## src/rtl/lagd_pkg.sv

```systemverilog
// LAGD shared definitions: island count, L2 memory map entries
// and the L2 arbiter state encoding.
package lagd_pkg;

    localparam int unsigned NUM_ISING_ISLANDS = 4;

    localparam logic [47:0] L2_MEM_BASE_ADDR = 48'h0000_7800_0000;
    localparam int unsigned L2_MEM_SIZE_B    = 32'h0002_0000;

    typedef enum logic {
        IDLE,
        LOCKED
    } arb_state_e;

    function automatic int unsigned id_width(int unsigned n);
        return (n > 1) ? $clog2(n) : 1;
    endfunction

endpackage

```

## src/rtl/lagd_rr_pick.sv

```systemverilog
// Stateless round-robin picker: first set request at or above the
// pointer, wrapping to index 0.
module lagd_rr_pick
    import lagd_pkg::*;
#(
    parameter int NumReq = NUM_ISING_ISLANDS,
    parameter int IdW    = id_width(NumReq)
) (
    input  logic [NumReq-1:0] req,
    input  logic [IdW-1:0]    ptr,
    output logic [NumReq-1:0] onehot,
    output logic [IdW-1:0]    idx,
    output logic              any
);

    always_comb begin
        onehot = '0;
        idx    = '0;
        any    = 1'b0;
        for (int i = 0; i < NumReq; i++) begin
            automatic int j = int'(ptr) + i;
            if (j >= NumReq) j = j - NumReq;
            if (!any && req[j]) begin
                any       = 1'b1;
                idx       = IdW'(j);
                onehot[j] = 1'b1;
            end
        end
    end

endmodule

```

## src/rtl/lagd_l2_arbiter.sv

```systemverilog
// L2 port arbiter for the Ising islands: round-robin with beat locking,
// fixed-latency read response routing and response error detection.
module lagd_l2_arbiter
    import lagd_pkg::*;
#(
    parameter int NumReq       = NUM_ISING_ISLANDS,
    parameter int AddrWidth    = 48,
    parameter int DataWidth    = 64,
    parameter int RdLatency    = 1,
    parameter int MaxLockBeats = 16
) (
    input  logic                            clk_i,
    input  logic                            rst_i,
    input  logic [NumReq-1:0]               req_i,
    input  logic [NumReq-1:0]               req_lock_i,
    input  logic [NumReq-1:0]               req_we_i,
    input  logic [NumReq*AddrWidth-1:0]     req_addr_i,
    input  logic [NumReq*DataWidth-1:0]     req_wdata_i,
    input  logic [NumReq*(DataWidth/8)-1:0] req_be_i,
    output logic [NumReq-1:0]               req_gnt_o,
    output logic [NumReq-1:0]               rsp_valid_o,
    output logic [DataWidth-1:0]            rsp_rdata_o,
    output logic                            mem_req_o,
    output logic                            mem_we_o,
    output logic [AddrWidth-1:0]            mem_addr_o,
    output logic [DataWidth-1:0]            mem_wdata_o,
    output logic [DataWidth/8-1:0]          mem_be_o,
    input  logic                            mem_gnt_i,
    input  logic                            mem_rvalid_i,
    input  logic [DataWidth-1:0]            mem_rdata_i,
    output logic                            err_o
);

    localparam int IdW  = id_width(NumReq);
    localparam int BeW  = DataWidth / 8;
    localparam int CntW = $clog2(MaxLockBeats + 1);

    localparam logic [CntW-1:0] CntLast = CntW'(MaxLockBeats - 1);
    localparam logic [IdW-1:0]  IdLast  = IdW'(NumReq - 1);

    // ghost marks slots that may hold reads discarded by reset
    typedef struct packed {
        logic           valid;
        logic           ghost;
        logic [IdW-1:0] id;
    } slot_t;

    arb_state_e state_q, state_d;

    logic [IdW-1:0]    owner_q, owner_d;
    logic [IdW-1:0]    ptr_q, ptr_d;
    logic [CntW-1:0]   cnt_q, cnt_d;
    logic [IdW-1:0]    sel, pick_idx;
    logic [NumReq-1:0] pick_oh;
    logic              pick_any, hold, beat;

    slot_t [RdLatency-1:0] slot_q;
    slot_t                 last;

    lagd_rr_pick #(
        .NumReq (NumReq),
        .IdW    (IdW)
    ) u_pick (
        .req    (req_i),
        .ptr    (ptr_q),
        .onehot (pick_oh),
        .idx    (pick_idx),
        .any    (pick_any)
    );

    assign hold = (state_q == LOCKED) && req_i[owner_q];
    assign sel  = hold ? owner_q : pick_idx;
    assign beat = mem_req_o && mem_gnt_i;

    assign mem_req_o   = !rst_i && pick_any;
    assign mem_we_o    = req_we_i[sel];
    assign mem_addr_o  = req_addr_i[int'(sel)*AddrWidth +: AddrWidth];
    assign mem_wdata_o = req_wdata_i[int'(sel)*DataWidth +: DataWidth];
    assign mem_be_o    = req_be_i[int'(sel)*BeW +: BeW];

    assign req_gnt_o = !beat ? '0
                     : hold  ? (NumReq'(1) << owner_q)
                     : pick_oh;

    always_comb begin
        state_d = state_q;
        owner_d = owner_q;
        ptr_d   = ptr_q;
        cnt_d   = cnt_q;
        if (state_q == LOCKED && !req_i[owner_q]) begin
            state_d = IDLE;
        end
        if (beat) begin
            ptr_d = (sel == IdLast) ? '0 : sel + 1'b1;
            if (hold) begin
                // cnt counts beats after the one that took the lock
                cnt_d = cnt_q + 1'b1;
                if (!req_lock_i[sel] || cnt_d >= CntLast) begin
                    state_d = IDLE;
                    cnt_d   = '0;
                end
            end else if (req_lock_i[sel] && MaxLockBeats > 1) begin
                state_d = LOCKED;
                owner_d = sel;
                cnt_d   = '0;
            end
        end
    end

    always_ff @(posedge clk_i) begin
        if (rst_i) begin
            state_q <= IDLE;
            owner_q <= '0;
            ptr_q   <= '0;
            cnt_q   <= '0;
        end else begin
            state_q <= state_d;
            owner_q <= owner_d;
            ptr_q   <= ptr_d;
            cnt_q   <= cnt_d;
        end
    end

    assign last = slot_q[RdLatency-1];

    always_ff @(posedge clk_i) begin
        if (rst_i) begin
            for (int i = 0; i < RdLatency; i++) begin
                slot_q[i] <= '{valid: 1'b0, ghost: 1'b1, id: '0};
            end
            err_o <= 1'b0;
        end else begin
            slot_q[0] <= '{valid: beat && !mem_we_o, ghost: 1'b0, id: sel};
            for (int i = 1; i < RdLatency; i++) begin
                slot_q[i] <= slot_q[i-1];
            end
            err_o <= !last.ghost && (last.valid != mem_rvalid_i);
        end
    end

    always_comb begin
        rsp_valid_o = '0;
        if (!rst_i && last.valid && mem_rvalid_i) begin
            rsp_valid_o[last.id] = 1'b1;
        end
    end

    assign rsp_rdata_o = mem_rdata_i;

endmodule

```

## config.mk

```make
export PLATFORM = sky130hd
export DESIGN_NAME = lagd_l2_arbiter
export DESIGN_NICKNAME = d
export VERILOG_FILES = /design/src/rtl/lagd_pkg.sv /design/src/rtl/lagd_rr_pick.sv /design/src/rtl/lagd_l2_arbiter.sv
export SDC_FILE = /design/constraint.sdc
export NUM_CORES = 1
export LEC_CHECK = 0
export CELL_PAD_IN_SITES_DETAIL_PLACEMENT = 2
export CELL_PAD_IN_SITES_GLOBAL_PLACEMENT = 2
export CORE_AREA = 5 5 287 289
export CTS_CLUSTER_SIZE = 30
export DETAILED_ROUTE_END_ITERATION = 10
export DIE_AREA = 0 0 292 294
export HOLD_SLACK_MARGIN = 0.1
export PLACE_DENSITY_LB_ADDON = 0.2
export SYNTH_ARGS = -nofsm -noshare
export SYNTH_HDL_FRONTEND = slang
export SYNTH_SLANG_ARGS = --single-unit
```

## constraint.sdc

```tcl
create_clock -name clk_i -period 3.69 [get_ports clk_i]
set_input_delay 0.738 -clock clk_i [delete_from_list [all_inputs] [get_ports clk_i]]
set_output_delay 0.738 -clock clk_i [all_outputs]
set_load 0.1 [all_outputs]
```

# After elaboration in Yosys (flattened, before gate mapping)
# Cells that the tools add are included.
# Widths: inputs -> output; s select.
dict set report classes {
  addsub 9
  n_mul 1
  n_lt_le_gt_ge 17
  eq_ne 2
  n_shift 4
  muxes 58
  bitwise_logic 4
  n_reduce_logical 28
}
# operator n
set op_table {}
lappend op_table {{$shiftx 256x9->64} 1}
lappend op_table {{$shiftx 192x9->48} 1}
lappend op_table {{$ge 32x1->1 const B} 4}
lappend op_table {{$lt 32x4->1 const B} 4}
lappend op_table {{$mux 32} 4}
lappend op_table {{$ge 32x4->1 const B} 3}
lappend op_table {{$sub 32x4->32 const B} 3}
lappend op_table {{$shiftx 32x6->8} 1}
lappend op_table {{$mux 4} 7}
lappend op_table {{$mux 1} 25}
lappend op_table {{$logic_and 1x1->1} 16}
lappend op_table {{$mux 5} 3}
lappend op_table {{$bmux 1 s2} 7}
lappend op_table {{$mux 2} 6}
lappend op_table {{$or 4x4->4} 3}
lappend op_table {{$demux 1 s2} 5}
lappend op_table {{$lt 2x3->1 const B} 3}
lappend op_table {{$logic_not 1->1} 8}
lappend op_table {{$add 2x2->3 const B} 2}
lappend op_table {{$add 5x1->5 const B} 1}
lappend op_table {{$ge 5x4->1 const B} 1}
lappend op_table {{$mul 2x2->4 const B} 1}
lappend op_table {{$shl 1x2->4 const A} 1}
lappend op_table {{$sub 2x3->4 const B} 1}
lappend op_table {{12 further kinds} 12}
dict set report totals {
  reg_bits 15
  input_bits 560
  elab_cells 131
}

# Depth between registers and ports, before layout
dict set report logic_depth {
  ltp_word 23
  ltp_mapped 14
  ltp_nobuf 9
}

# Modules after synthesis
# From an unflattened synthesis, not the netlist that was laid out.
dict set report unflattened {
  cells_unflattened 360
  hier_area_um2 4760.8
}
# mod instances cells_each area_each_um2 seq_area_each_um2
set modules_own_cells {}
lappend modules_own_cells {lagd_l2_arbiter 1 312 4301.6 300.3}
lappend modules_own_cells {lagd_rr_pick 1 48 459.2 0.0}

# Worst setup path after synthesis
# No wires, ideal clock.
dict set report synth_timing {
  kind {register to output}
  start {register ptr_q[0]}
  end {output port req_gnt_o[2]}
  arrival_ns 6.014
  slack_ns -3.062
  path_stages_with_launch 10
  path_buffers 2
  cell_sequence {dfxtp_1 buf_6 inv_1 ha_1 buf_6 mux4_2 nor2_2 a31oi_1 nand2_1 a211oi_1}
}
dict set report synth_via {
  elab_chain_len 18
  word_cells_on_any_way 68
  cone_classes {add/sub (7); order compare (12); mux (34); bitwise (3); reduce/logical (12)}
}
# item line_no
set synth_rtl {}
lappend synth_rtl {{start, declared} lagd_l2_arbiter.sv:51} ;# logic [IdW-1:0] ptr_q, ptr_d;
lappend synth_rtl {{start signal, assigned} lagd_l2_arbiter.sv:119} ;# ptr_q <= ptr_d;
lappend synth_rtl {{parallel branches: the longest is 14 deep, another holds $sub 32x4->32} -}
lappend synth_rtl {{$mux 1 *} lagd_rr_pick.sv:23} ;# if (!any && req[j]) begin
lappend synth_rtl {{$logic_and 1x1->1 *} lagd_l2_arbiter.sv:75} ;# assign mem_req_o = !rst_i && pick_any;
lappend synth_rtl {{net mem_req_o} lagd_l2_arbiter.sv:23} ;# output logic mem_req_o,
lappend synth_rtl {{$logic_and 1x1->1 *} lagd_l2_arbiter.sv:73} ;# assign beat = mem_req_o && mem_gnt_i;
lappend synth_rtl {{$mux 4 *} lagd_l2_arbiter.sv:81} ;# assign req_gnt_o = !beat ? '0
lappend synth_rtl {{end, declared} lagd_l2_arbiter.sv:20} ;# output logic [NumReq-1:0] req_gnt_o,
# Mark *: on every way through the listed nets, which the timed path passes. The select of a mux whose other input is x is not followed.

# Worst setup path in the final report
dict set report layout_timing {
  start {input port req_i[0]}
  end {output port mem_wdata_o[9]}
}
dict set report layout_via {
  elab_chain_len 15
  word_cells_on_any_way 30
  cone_classes {shift (1); mux (22); reduce/logical (7)}
}
# item line_no
set layout_rtl {}
lappend layout_rtl {{start, declared} lagd_l2_arbiter.sv:14} ;# input logic [NumReq-1:0] req_i,
lappend layout_rtl {{$bmux 1 s2} lagd_rr_pick.sv:23}
lappend layout_rtl {{$mux 1 (implied by the code) (2 in series)} lagd_rr_pick.sv:23}
lappend layout_rtl {{$mux 1} lagd_rr_pick.sv:23}
lappend layout_rtl {{$logic_not 1->1} lagd_rr_pick.sv:23}
lappend layout_rtl {{$logic_and 1x1->1} lagd_rr_pick.sv:23}
lappend layout_rtl {{$mux 1} lagd_rr_pick.sv:23}
lappend layout_rtl {{$logic_not 1->1} lagd_rr_pick.sv:23}
lappend layout_rtl {{$logic_and 1x1->1} lagd_rr_pick.sv:23}
lappend layout_rtl {{$mux 1} lagd_rr_pick.sv:23}
lappend layout_rtl {{$logic_not 1->1} lagd_rr_pick.sv:23}
lappend layout_rtl {{$logic_and 1x1->1} lagd_rr_pick.sv:23}
lappend layout_rtl {{$mux 2} lagd_rr_pick.sv:23}
lappend layout_rtl {{$mux 2 *} lagd_l2_arbiter.sv:72} ;# assign sel = hold ? owner_q : pick_idx;
lappend layout_rtl {{$shiftx 256x9->64 *} lagd_l2_arbiter.sv:78} ;# assign mem_wdata_o = req_wdata_i[int'(sel)*DataWidth +: DataWidth];
lappend layout_rtl {{end, declared} lagd_l2_arbiter.sv:26} ;# output logic [DataWidth-1:0] mem_wdata_o,
# Mark *: on every way between the ends. The rest lies on a longest branch, timed or not. The select of a mux whose other input is x is not followed.

==> impl_metrics.csv <==
group,metric,value,unit
worst_setup_path,endpoint_kind,"output pin",
synthesis,synth_area,4910,µm²
finish,multi_input_comb_area,4020,µm²
global_route,grt_pass1_vias,7502,
sta,worst_pin_slew,970,ps
route,drtAntennaViolNets,0,
worst_setup_path,crit_top_cell,"buf_12",
sta,final-max-slew-violation-count,0,
synthesis,ys_ff_latch,15,
status,violations,"setup timing",
worst_hold_path,worstHoldPathType,"reg2reg",
cts,clkTransAtPathRegs,60,ps
route,viasPerCell,3.16,
die,coreArea,79600,µm²
worst_setup_path,cpMaxStageDelayCell,"mux4_2",
synthesis,yosys_warnings,0,
flow_run,cap_viol_max_count,0,
die,start_util,6.17,%
cts,root_buffer,"clkbuf_16",
sta,rsz0062_at_grt,"yes",
cts,worstSkewPairLatency,250,ps
sta,whs,398,ps
place,routabilityCongestion,0.844,
sta,setup-violations-final,125,
cts,cts_num_sinks,15,
power,p_total,11600,µW
sta,max_freq,0.257,GHz
synthesis,synth_seq_area_share,6.12,%
worst_setup_path,start_kind,"input pin",
worst_setup_path,crit_family,"multiplexers",
finish,final_cell_area,14500,µm²
synthesis,syn_nets,957,
global_route,overflow,0,
sta,slew_headroom,35.2,%
cts,numCtsBuffers,3,
power,cellPowerDensity,803,nW/µm²
route,firstDrtPassIters,4,
route,drc,0,
synthesis,yosysUniqueCellTypes,51,
die,row_count,104,
place,hpwl,51.3,mm
cts,clock_path_buffers,2,
worst_setup_path,worstPathRequired,2950,ps
cts,tritoncts,"built",
sta,layout_setup_ws,-201,ps
worst_setup_path,cp_cell_sequence,"clkdlybuf4s15_2 > mux4_2 > nand2_4 > mux2_8 > buf_12 > buf_12 > buf_16 > mux4_2 > buf_12",
power,ir_drop,0.359,mV
global_route,antenna_found_initial,23,
global_route,grt_pass1_wl,73.4,mm
die,die_y,294,µm
sta,finalCritPeriodShare,105,%
power,p_leak,0.00522,µW
route,drt_iter0_drc,167,
route,wl_per_cell,27.5,µm
sta,fin_crit,3890,ps
worst_setup_path,critPathMaxFanout,7,
worst_setup_path,path_buf_inv,5,
worst_setup_path,worstSetupPathType,"in2out",
sta,fin_worst_skew,2.89,ps
finish,nNetsFinal,1578,
finish,layout-drive-gt1-share,38.2,%
finish,area_growth,194,%
die,ioPinCount,755,
finish,fillers,8937,
global_route,grt_max_degree,21,
place,place_area,13800,µm²
die,dieArea,85800,µm²
global_route,track_usage,12.4,%
place,place_ws,-571,ps
status,status,"finished, violations left",
finish,seq_area,303,µm²
sta,final_hold_viol_count,0,
synthesis,syn_avg_cell_area,12.6,µm²
route,wirelength,57.1,mm
synthesis,syn_inst,391,
worst_setup_path,max_stage_delay,530,ps
worst_setup_path,crit_arrival,3150,ps
place,io_buffers,626,
cts,holdBufCountCts,0,
cts,ctsHtreeMaxLevel,1,
route,vias,6552,
die,die_w,292,µm
placed cells by master (no fill, tap or decap), drive strengths merged, types with 2 or more instances in the layout:
cell type and n:
mux2i 8, a211oi 3, clkbuf 5, buf 220
a21o 4, nor2 16, dfxtp 15, a21oi 7
and2 9, nor4b 2, clkdlybuf4s15 3, clkdlybuf4s50 492
nor4 5, diode 4, or3 2, o31a 3
ha 6, o22ai 2, mux2 5, o211a 2
a221oi 2, nor3 2, o211ai 5, o311ai 4
a22oi 4, inv 7, o21ai 8, and3 2
o31ai 3, xor2 3, nand2 15, nor2b 6
mux4 124, nand3 3, a31o 3
where the power goes:
| group | internal (µW) | switching, µW |
|---|---|---|
| registers | 180 | 20.4 |
| clock network | 145 | 81.9 |
| logic | 4520 | 6660 |
| total | 4850 | 6760 |
path summary, 6_finish.rpt:
path,startpoint,end,slack [ps],cells past startpoint
setup / recovery,req_i[0],mem_wdata_o[9],-200,9
setup reg to reg,ptr_q[1]$_SDFFE_PP0P_,state_q$_SDFF_PP0_,630,14
hold / removal,last[2]$_DFF_P_,err_o$_SDFF_PP0_,400,1
hold reg to reg,last[2]$_DFF_P_,err_o$_SDFF_PP0_,400,1
routing by layer:
metal  vias up  track usage [%]  share of wire [%]
met5         -                0               0.15
met4        14             1.17                1.3
met3        48             6.40                 12
met2       458             22.0                 50
met1      3206             13.8                 37
li1       2826                -                  -
cells by family (layout without fill, tap and decap cells):
family	count (synthesis)	after routing	synth area share [%]
compound gates	55	55	8.79
buf+inv	110	729	16.2
mux	136	137	59.8
flops	15	15	6.12
fa+ha+maj	6	6	1.53
xor+xnor	4	4	0.714
simple gates	65	65	6.86
other cells	0	4	0
state kept, by name, indices dropped and copies added, names as in the netlist:
signal,flops
state_q,1
err_o,1
last,4
owner_q,2
ptr_q,2
cnt_q,5
Yosys cell counts, drive strengths merged:
master	n	area share, %
mux2i	8	1.9
nor4	5	0.64
o31a	3	0.71
mux2	4	0.99
a21oi	7	0.71
o22ai	2	0.25
inv	8	0.61
or3	2	0.25
ha	6	1.5
xor2	3	0.54
a211o	1	0.18
nor3b	1	0.15
and2	9	1.2
nor3	2	0.20
nand2b	1	0.13
nor4b	2	0.36
clkbuf	4	0.31
o311ai	4	1.0
and3	2	0.25
nor2	16	1.3
buf	98	15
a31oi	1	0.13
a21o	4	0.61
mux4	124	57
a31o	3	0.54
a2111oi	1	0.31
o21a	1	0.15
a22oi	4	0.61
o211a	2	0.41
o21ai	8	0.82
o31ai	3	0.46
nor2b	6	0.76
xnor2	1	0.18
o211ai	5	0.76
dfxtp	15	6.1
a211oi	3	0.46
or2	1	0.13
nand2	15	1.2
nand3	3	0.31
o221ai	1	0.31
a221oi	2	0.36
repair_timing:
| action | CTS | global route |
|---|---|---|
| buffers inserted | 14 | 2 |
| pin swaps | 6 | 6 |
| endpoints found under the setup margin | 125 | 125 |
| gates cloned | 9 | 1 |
| gates resized for setup | 45 | 6 |
layout make-up:
class	instances	area share [%]
multi-input cells	267	27.8
flip-flops and latches	15	2.10
repair buffers	717	60.1
inverters	8	0.234
diodes	4	0.0693
clock inverters	1	0.0346
well taps	1060	9.18
clock buffers	3	0.519
per-stage QoR:
stage	instances	util [%]	setup TNS (ps)
after floorplan	391	-	-3340
after global placement	2044	17.3	-59120
after detailed placement	2044	17.3	-63490
after CTS	2071	18.1	-25100
after global routing	2071	18.1	-30480
final	2075	18.1	-15490
Note: power is estimated with default switching activity, not from simulation.
